--- config.mk ---
export PLATFORM = sky130hd
export DESIGN_NAME = usb_in_stream_ep
export DESIGN_NICKNAME = d
export VERILOG_FILES = /design/src/rtl/usb_in_stream_pkg.sv /design/src/rtl/usb_byte_fifo.sv /design/src/rtl/usb_in_stream_ep.sv
export SDC_FILE = /design/constraint.sdc
export NUM_CORES = 1
export LEC_CHECK = 0
export ABC_AREA = 1
export BUFFER_PORTS_ARGS = -buffer_cell sky130_fd_sc_hd__buf_2
export CAP_MARGIN = 20
export CORE_UTILIZATION = 56
export CTS_BUF_LIST = sky130_fd_sc_hd__clkbuf_16
export CTS_CLUSTER_SIZE = 12
export DETAILED_ROUTE_END_ITERATION = 12
export GPL_TIMING_DRIVEN = 1
export PLACE_DENSITY = 0.76
export SLEW_MARGIN = 15
export SYNTH_ARGS = -nofsm -noshare
export SYNTH_HDL_FRONTEND = slang
export SYNTH_SLANG_ARGS = --single-unit
export TNS_END_PERCENT = 50
--- constraint.sdc ---
create_clock -name clk -period 7.9 [get_ports clk]
set_input_delay 1.58 -clock clk [delete_from_list [all_inputs] [get_ports clk]]
set_output_delay 1.58 -clock clk [all_outputs]
set_load 0.01 [all_outputs]
--- src/rtl/usb_in_stream_pkg.sv ---
`default_nettype none
// ============================================================================
//  Module   : usb_in_stream_pkg
//  Purpose  : Shared types and constants for the byte-stream USB IN endpoint
//             packetizer and its byte FIFO.
//  Contents : state_e          - packetizer state encoding
//             MAX_PACKET_LIMIT - largest legal full-speed bulk payload (64)
//             PKT_LEN_W        - width able to hold 0..MAX_PACKET_LIMIT
//             fifo_cnt_width() - occupancy counter width for a given depth
//  Revision : 1.0 - initial release
// ============================================================================
package usb_in_stream_pkg;

    typedef enum logic [2:0] {
        ST_IDLE     = 3'd0,
        ST_REQ      = 3'd1,
        ST_FILL     = 3'd2,
        ST_DONE     = 3'd3,
        ST_WAIT_ACK = 3'd4
    } state_e;

    localparam int MAX_PACKET_LIMIT = 64;
    localparam int PKT_LEN_W        = $clog2(MAX_PACKET_LIMIT) + 1;

    // One extra bit over the pointer width so that "full" (count == depth)
    // is representable.
    function automatic int fifo_cnt_width(input int depth);
        return $clog2(depth) + 1;
    endfunction

endpackage : usb_in_stream_pkg
`default_nettype wire

--- src/rtl/usb_byte_fifo.sv ---
`default_nettype none
// ============================================================================
//  Module   : usb_byte_fifo
//  Purpose  : First-word-fall-through synchronous byte FIFO with an occupancy
//             count. The head byte is valid on data_o whenever empty_o is low.
//  Ports    : clk      - clock
//             reset_n  - asynchronous active-low reset, empties the FIFO
//             push_i   - write request (ignored while full)
//             data_i   - write byte
//             full_o   - FIFO holds DEPTH bytes
//             pop_i    - read request (ignored while empty)
//             data_o   - head byte (fall-through)
//             empty_o  - FIFO holds no bytes
//             count_o  - number of stored bytes, updates the cycle after a
//                        push/pop
//  Params   : DEPTH    - number of entries, power of two
//  Revision : 1.0 - initial release
// ============================================================================
module usb_byte_fifo
    import usb_in_stream_pkg::*;
#(
    parameter int DEPTH = 64
) (
    input  logic                              clk,
    input  logic                              reset_n,
    input  logic                              push_i,
    input  logic [7:0]                        data_i,
    output logic                              full_o,
    input  logic                              pop_i,
    output logic [7:0]                        data_o,
    output logic                              empty_o,
    output logic [fifo_cnt_width(DEPTH)-1:0]  count_o
);

    localparam int AW = $clog2(DEPTH);
    localparam int CW = fifo_cnt_width(DEPTH);
    localparam logic [CW-1:0] FULL_CNT = CW'(DEPTH);

    logic [7:0]    mem_q [DEPTH];
    logic [AW-1:0] wr_ptr_q;
    logic [AW-1:0] rd_ptr_q;
    logic [CW-1:0] count_q;

    logic do_push;
    logic do_pop;

    assign full_o  = (count_q == FULL_CNT);
    assign empty_o = (count_q == '0);
    assign data_o  = mem_q[rd_ptr_q];
    assign count_o = count_q;

    assign do_push = push_i && !full_o;
    assign do_pop  = pop_i  && !empty_o;

    // Pointers are exactly AW bits, so they wrap modulo DEPTH on their own.
    always_ff @(posedge clk or negedge reset_n) begin
        if (!reset_n) begin
            wr_ptr_q <= '0;
            rd_ptr_q <= '0;
            count_q  <= '0;
            for (int i = 0; i < DEPTH; i++) begin
                mem_q[i] <= '0;
            end
        end else begin
            if (do_push) begin
                mem_q[wr_ptr_q] <= data_i;
                wr_ptr_q        <= wr_ptr_q + 1'b1;
            end
            if (do_pop) begin
                rd_ptr_q <= rd_ptr_q + 1'b1;
            end
            case ({do_push, do_pop})
                2'b10:   count_q <= count_q + 1'b1;
                2'b01:   count_q <= count_q - 1'b1;
                default: count_q <= count_q;
            endcase
        end
    end

endmodule : usb_byte_fifo
`default_nettype wire

--- src/rtl/usb_in_stream_ep.sv ---
`default_nettype none
// ============================================================================
//  Module   : usb_in_stream_ep
//  Purpose  : Byte-stream to USB bulk IN endpoint packetizer. Buffers user
//             bytes in a local FIFO and hands them to the protocol engine as
//             IN packets of up to MAX_PACKET bytes through the req / grant /
//             put / done / acked handshake. Short packets are sent on a flush
//             request or after FLUSH_FRAMES SOFs with data pending.
//  Ports    : clk             - 48 MHz USB clock
//             reset_n         - asynchronous active-low reset
//             s_data/s_valid  - stream byte in; accepted when s_ready high
//             s_ready         - FIFO not full
//             flush           - pulse: send pending bytes now
//             sof_valid       - SOF pulse from the protocol engine
//             in_ep_req       - buffer request to the protocol engine
//             in_ep_grant     - buffer granted
//             in_ep_data_free - engine buffer has space
//             in_ep_data_put  - byte strobe, in_ep_data valid
//             in_ep_data      - payload byte
//             in_ep_data_done - one-cycle end-of-packet pulse
//             in_ep_stall     - tied low
//             in_ep_acked     - host ACK pulse
//             busy            - packetizer not idle
//  Params   : FIFO_DEPTH (pow2 >= MAX_PACKET), MAX_PACKET (1..64),
//             FLUSH_FRAMES (>= 1)
//  Options  : USB_IN_STREAM_ZLP_EN - send a zero-length packet after a full
//             packet that drained the FIFO, so exact multiples of MAX_PACKET
//             terminate the transfer.
//  Revision : 1.0 - initial release
// ============================================================================
module usb_in_stream_ep
    import usb_in_stream_pkg::*;
#(
    parameter int FIFO_DEPTH   = 64,
    parameter int MAX_PACKET   = 32,
    parameter int FLUSH_FRAMES = 2
) (
    input  logic       clk,
    input  logic       reset_n,
    input  logic [7:0] s_data,
    input  logic       s_valid,
    output logic       s_ready,
    input  logic       flush,
    input  logic       sof_valid,
    output logic       in_ep_req,
    input  logic       in_ep_grant,
    input  logic       in_ep_data_free,
    output logic       in_ep_data_put,
    output logic [7:0] in_ep_data,
    output logic       in_ep_data_done,
    output logic       in_ep_stall,
    input  logic       in_ep_acked,
    output logic       busy
);

    localparam int CW  = fifo_cnt_width(FIFO_DEPTH);
    localparam int FCW = $clog2(FLUSH_FRAMES + 1);

    localparam logic [CW-1:0]        MAX_PKT_CNT = CW'(MAX_PACKET);
    localparam logic [PKT_LEN_W-1:0] MAX_PKT_LEN = PKT_LEN_W'(MAX_PACKET);
    localparam logic [FCW-1:0]       FLUSH_LIMIT = FCW'(FLUSH_FRAMES);

    // ------------------------------------------------------------------
    // Byte FIFO
    // ------------------------------------------------------------------
    logic          fifo_full;
    logic          fifo_empty;
    logic [7:0]    fifo_head;
    logic [CW-1:0] fifo_count;
    logic          fifo_pop;

    usb_byte_fifo #(
        .DEPTH   (FIFO_DEPTH)
    ) u_fifo (
        .clk     (clk),
        .reset_n (reset_n),
        .push_i  (s_valid),
        .data_i  (s_data),
        .full_o  (fifo_full),
        .pop_i   (fifo_pop),
        .data_o  (fifo_head),
        .empty_o (fifo_empty),
        .count_o (fifo_count)
    );

    assign s_ready = !fifo_full;

    // ------------------------------------------------------------------
    // Registered state and outputs
    // ------------------------------------------------------------------
    state_e                 state_q;
    logic                   req_q;
    logic                   put_q;
    logic [7:0]             data_q;
    logic                   done_q;
    logic [PKT_LEN_W-1:0]   pkt_len_q;
    logic [PKT_LEN_W-1:0]   pkt_cnt_q;

    logic                   flush_pending_q;
    logic                   flush_pending_d;
    logic [FCW-1:0]         frame_cnt_q;
    logic [FCW-1:0]         frame_cnt_d;

    logic                   launch;
    logic                   zlp_launch;
    logic [PKT_LEN_W-1:0]   launch_len;

    // ------------------------------------------------------------------
    // Zero-length packet termination (optional)
    // ------------------------------------------------------------------
`ifdef USB_IN_STREAM_ZLP_EN
    logic zlp_pending_q;
    logic zlp_pending_d;

    assign zlp_launch = zlp_pending_q && fifo_empty;

    always_comb begin
        zlp_pending_d = zlp_pending_q;
        if (launch) begin
            zlp_pending_d = 1'b0;
        end else if ((state_q == ST_WAIT_ACK) && in_ep_acked &&
                     (pkt_len_q == MAX_PKT_LEN) && fifo_empty) begin
            zlp_pending_d = 1'b1;
        end
    end

    always_ff @(posedge clk or negedge reset_n) begin
        if (!reset_n) begin
            zlp_pending_q <= 1'b0;
        end else begin
            zlp_pending_q <= zlp_pending_d;
        end
    end
`else
    assign zlp_launch = 1'b0;
`endif

    // ------------------------------------------------------------------
    // Launch decision. A flush arriving in the launch cycle counts
    // directly, so a flush on a non-empty idle FIFO requests the buffer on
    // the very next cycle.
    // ------------------------------------------------------------------
    always_comb begin
        launch = 1'b0;
        if (state_q == ST_IDLE) begin
            if (fifo_count >= MAX_PKT_CNT) begin
                launch = 1'b1;
            end else if (!fifo_empty &&
                         (flush || flush_pending_q || (frame_cnt_q == FLUSH_LIMIT))) begin
                launch = 1'b1;
            end else if (zlp_launch) begin
                launch = 1'b1;
            end
        end
    end

    // Below MAX_PACKET the count always fits the packet length field.
    assign launch_len = (fifo_count >= MAX_PKT_CNT) ? MAX_PKT_LEN
                                                    : PKT_LEN_W'(fifo_count);

    assign fifo_pop = (state_q == ST_FILL) && in_ep_grant && in_ep_data_free &&
                      (pkt_cnt_q < pkt_len_q);

    // Pending-flush and SOF idle counters; a launch absorbs any flush or SOF
    // seen in the same cycle.
    always_comb begin
        flush_pending_d = flush_pending_q;
        if (launch) begin
            flush_pending_d = 1'b0;
        end else if (flush && !fifo_empty) begin
            flush_pending_d = 1'b1;
        end

        frame_cnt_d = frame_cnt_q;
        if (launch || fifo_empty) begin
            frame_cnt_d = '0;
        end else if (sof_valid && (state_q == ST_IDLE) && (frame_cnt_q != FLUSH_LIMIT)) begin
            frame_cnt_d = frame_cnt_q + 1'b1;
        end
    end

    always_ff @(posedge clk or negedge reset_n) begin
        if (!reset_n) begin
            flush_pending_q <= 1'b0;
            frame_cnt_q     <= '0;
        end else begin
            flush_pending_q <= flush_pending_d;
            frame_cnt_q     <= frame_cnt_d;
        end
    end

    // ------------------------------------------------------------------
    // Packetizer FSM with registered handshake outputs
    // ------------------------------------------------------------------
    always_ff @(posedge clk or negedge reset_n) begin
        if (!reset_n) begin
            state_q   <= ST_IDLE;
            req_q     <= 1'b0;
            put_q     <= 1'b0;
            data_q    <= '0;
            done_q    <= 1'b0;
            pkt_len_q <= '0;
            pkt_cnt_q <= '0;
        end else begin
            put_q  <= 1'b0;
            done_q <= 1'b0;
            case (state_q)
                ST_IDLE: begin
                    if (launch) begin
                        state_q   <= ST_REQ;
                        req_q     <= 1'b1;
                        pkt_len_q <= launch_len;
                        pkt_cnt_q <= '0;
                    end
                end
                ST_REQ: begin
                    // A zero-length packet has nothing to fill.
                    if (in_ep_grant) begin
                        state_q <= (pkt_len_q == '0) ? ST_DONE : ST_FILL;
                    end
                end
                ST_FILL: begin
                    if (fifo_pop) begin
                        put_q     <= 1'b1;
                        data_q    <= fifo_head;
                        pkt_cnt_q <= pkt_cnt_q + 1'b1;
                        // Leaving on the last put makes done follow it by
                        // exactly one cycle.
                        if ((pkt_cnt_q + 1'b1) == pkt_len_q) begin
                            state_q <= ST_DONE;
                        end
                    end
                end
                ST_DONE: begin
                    done_q  <= 1'b1;
                    state_q <= ST_WAIT_ACK;
                end
                ST_WAIT_ACK: begin
                    if (in_ep_acked) begin
                        state_q <= ST_IDLE;
                        req_q   <= 1'b0;
                    end
                end
                default: begin
                    state_q <= ST_IDLE;
                    req_q   <= 1'b0;
                end
            endcase
        end
    end

    assign in_ep_req       = req_q;
    assign in_ep_data_put  = put_q;
    assign in_ep_data      = data_q;
    assign in_ep_data_done = done_q;
    assign in_ep_stall     = 1'b0;
    assign busy            = (state_q != ST_IDLE);

endmodule : usb_in_stream_ep
`default_nettype wire
==> insert_results.sql <==
INSERT INTO impl_metrics (metric_group, metric, value, unit) VALUES
('outcome', 'status', 'complete, no violations', ''),
('synthesis', 'multiplexer_share_of_the_synthesized_area', '0', '%'),
('worst_setup_path', 'cp_common_cell', 'sky130_fd_sc_hd__nand2_1', ''),
('grt', 'grt_antenna_before_repair', '1', ''),
('die', 'dieWidth', '219', 'µm'),
('cts', 'postCtsResizedCells', '0', ''),
('routing', 'post_detailed_route_wirelength_per_cell', '19.5', 'µm'),
('worst_setup_path', 'endpoint_of_the_most_critical_register_to_register_path', 'in_ep_data[0]$_DFFE_PN0P_', ''),
('worst_setup_path', 'crit_path_start_kind', 'flip-flop', ''),
('worst_setup_path', 'cp_data_arrival_time', '4730', 'ps'),
('synthesis', 'ys_dominant_reg_cell', 'sky130_fd_sc_hd__dfrtp_1', ''),
('synthesis', 'yosys-top-cells-area', 'sky130_fd_sc_hd__dfrtp_1 53%, sky130_fd_sc_hd__nand2_1 18%, sky130_fd_sc_hd__o21ai_0 11%', ''),
('worst_setup_path', 'cp-end-kind', 'flip-flop', ''),
('placement', 'placed_cells_incl_taps', '3863', ''),
('worst_setup_path', 'worstSetupPathType', 'reg2reg', ''),
('routing', 'drc', '0', ''),
('timing', 'grt_setup_unrepaired', 'false', ''),
('timing', 'final-hold-violation-count', '0', ''),
('worst_setup_path', 'max_incr_delay_on_cp', '1140', 'ps'),
('routing', 'via_count_normalized_by_instance_count', '5.91', ''),
('synthesis', 'synth_top_area_share', '53.2', '%'),
('synthesis', 'synth_edf_count', '0', ''),
('die', 'die_y', '219', 'µm'),
('grt', 'grt_usage', '32.8', '%'),
('synthesis', 'synth_most_common_cell', 'sky130_fd_sc_hd__nand2_1', ''),
('timing', 'fin_setup_tns', '0', 'ps'),
('synthesis', 'synth-compound-area-share', '11.8', '%'),
('grt', 'grt_pass1_wl', '122', 'mm'),
('grt', 'grt_max_degree', '215', ''),
('synthesis', 'post_synth_top_cells', '1266 x sky130_fd_sc_hd__nand2_1, 562 x sky130_fd_sc_hd__dfrtp_1, 558 x sky130_fd_sc_hd__o21ai_0', ''),
('routing', 'drt-total-wl', '77.2', 'mm'),
('worst_setup_path', 'cp.required', '8400', 'ps'),
('cts', 'root_buffer', 'sky130_fd_sc_hd__clkbuf_16', ''),
('timing', 'fmax', '0.236', 'GHz'),
('die', 'design.die.area', '48000', 'µm²'),
('cts', 'worst_skew_pair.late_latency', '630', 'ps'),
('die', 'fp-row-count', '79', ''),
('power_and_ir_drop', 'pwr_density_cell', '407', 'nW/µm²'),
('synthesis', 'combinational_family_with_the_most_area_after_synthesis', 'simple AND/OR/NAND/NOR gates', ''),
('worst_setup_path', 'critPathMaxFanout', '71', ''),
('worst_setup_path', 'worstReg2RegStart', 'u_fifo.rd_ptr_q[1]$_DFFE_PN0P_', ''),
('synthesis', 'ys_types', '32', ''),
('die', 'ios', '30', ''),
('power_and_ir_drop', 'power', '11500', 'µW'),
('grt', 'globalRouteOverflowTotal', '0', ''),
('die', 'floorplan.initialDensity', '56.7', '%'),
('layout', 'antenna_cells', '0', ''),
('placement', 'gp_congestion', '0.981', ''),
('synthesis', 'post_synth_fa_ha_maj_area_fraction', '0.881', '%'),
('timing', 'timing_max_transition_violations_final', '0', ''),
('synthesis', 'synthArstFlopShare', '100', '%'),
('layout', 'layout.filler_cells', '4107', ''),
('power_and_ir_drop', 'p_leak', '0.0136', 'µW'),
('cts', 'max-clock-path-buffers', '3', ''),
('routing', 'postRouteAntennaNets', '0', ''),
('cts', 'cts_tree', 'done', ''),
('cts', 'cts.sink_count', '562', ''),
('worst_hold_path', 'worstHoldEndpoint', 'u_fifo.mem_q[491]$_DFFE_PN0P_', ''),
('synthesis', 'syn_area', '26400', 'µm²'),
('synthesis', 'yosysSeqAreaShare', '53.2', '%'),
('cts', 'holdBufCountCts', '0', ''),
('synthesis', 'postSynthNetCount', '3470', ''),
('synthesis', 'ys_seq_elements', '562', ''),
('cts', 'numCtsBuffers', '57', ''),
('worst_setup_path', 'path_cells', 'clkinv_2, buf_4, nand2_1, a21oi_1, nor2_1, nand2_1, nand3_1, nand2_1, nand2_1, nand2_1', ''),
('worst_setup_path', 'worst-r2r-setup-slack', '3670', 'ps'),
('layout', 'final_net_count', '3349', ''),
('routing', 'iter_0_drt_violations', '3460', ''),
('timing', 'setup_viol_count_final', '0', ''),
('cts', 'post_cts_buffers', '0', ''),
('power_and_ir_drop', 'ir_worst_vdd', '0.299', 'mV');
state kept, by name (all words and copies together), names as in the netlist:
| register | count |
|---|---|
| flush_pending_q | 1 |
| frame_cnt_q | 2 |
| in_ep_data | 8 |
| in_ep_data_done | 1 |
| in_ep_data_put | 1 |
| in_ep_req | 1 |
| pkt_cnt_q | 7 |
| pkt_len_q | 7 |
| state_q | 3 |
| u_fifo.count_o | 7 |
| u_fifo.mem_q | 512 |
| u_fifo.rd_ptr_q | 6 |
| u_fifo.wr_ptr_q | 6 |
layout make-up:
cell class	count	area (µm²)	area share, %
clock buffer	59	1480	5.21
clock inverter	33	166	0.588
inverter	89	340	1.20
multi-input combinational	2546	11100	39.1
sequential	562	14100	49.7
tap	607	759	2.68
timing repair buffer	59	433	1.53
layer usage:
| layer | vias up | wire [µm] | track usage [%] |
|---|---|---|---|
| li1 | 10800 | - | - |
| met1 | 11100 | 32000 | 45.9 |
| met2 | 1234 | 34000 | 49.3 |
| met3 | 217 | 7890 | 7.03 |
| met4 | 2 | 3300 | 14.4 |
| met5 | - | 14 | 0 |
cell usage in the layout, fill, tap and decap left out, types with 11 or more instances in the layout:
| cell type | Yosys | routed |
|---|---|---|
| sky130_fd_sc_hd__nand2_1 | 1266 | 1266 |
| sky130_fd_sc_hd__dfrtp_1 | 562 | 560 |
| sky130_fd_sc_hd__o21ai_0 | 558 | 558 |
| sky130_fd_sc_hd__nand3_1 | 309 | 309 |
| sky130_fd_sc_hd__nor2_1 | 287 | 287 |
| sky130_fd_sc_hd__inv_1 | 82 | 85 |
| sky130_fd_sc_hd__clkbuf_16 | 0 | 59 |
| sky130_fd_sc_hd__a21oi_1 | 42 | 42 |
| sky130_fd_sc_hd__buf_2 | 41 | 27 |
| sky130_fd_sc_hd__buf_4 | 1 | 27 |
| sky130_fd_sc_hd__ha_1 | 17 | 17 |
| sky130_fd_sc_hd__clkinv_1 | 5 | 16 |
| sky130_fd_sc_hd__o21ai_1 | 14 | 14 |
| sky130_fd_sc_hd__nand4_1 | 11 | 11 |
per-stage QoR:
stage | area [µm²] | worst slack (ps) | hold WS (ps)
global placement | 26700 | 3340 | 455
detailed placement | 26700 | 3450 | 459
finish | 28300 | 3670 | 475
floorplan | 26400 | 4210 | 442
global route | 28300 | 3550 | 493
CTS | 28300 | 3860 | 474
critical path: cells and delay by family, from the launching register on:
| kind | cells | cell delay [ps] |
|---|---|---|
| flip-flops | 1 | 1040 |
| AND/OR/NAND/NOR | 7 | 1000 |
| AO/OA/AOI/OAI | 1 | 110 |
| buffers and inverters | 2 | 1880 |
power by group:
group | switching (µW) | total, µW | internal (µW)
combinational | 2950 | 4300 | 1350
clock | 1110 | 2470 | 1360
sequential | 766 | 4760 | 3990
total | 4820 | 11500 | 6700
worst max-delay path by stage:
stage / from / endpoint
finish: u_fifo.rd_ptr_q[1]$_DFFE_PN0P_ / in_ep_data[0]$_DFFE_PN0P_
CTS: u_fifo.rd_ptr_q[1]$_DFFE_PN0P_ / in_ep_data[0]$_DFFE_PN0P_
floorplan: in_ep_grant / u_fifo.count_o[6]$_DFFE_PN0P_
global route: u_fifo.rd_ptr_q[1]$_DFFE_PN0P_ / in_ep_data[7]$_DFFE_PN0P_
global placement: in_ep_grant / u_fifo.count_o[6]$_DFFE_PN0P_
detailed placement: in_ep_grant / u_fifo.count_o[6]$_DFFE_PN0P_
cells by family (layout without fill, tap and decap cells):
kind of cell,count (synthesis),in the layout
AO/OA/AOI/OAI,622,622
XOR/XNOR,12,12
adder cells (fa/ha/maj),18,18
buffers and inverters,328,240
flip-flops,562,562
other,1,1
AND/OR/NAND/NOR,1893,1893
Power figures use the tool's default switching activity.
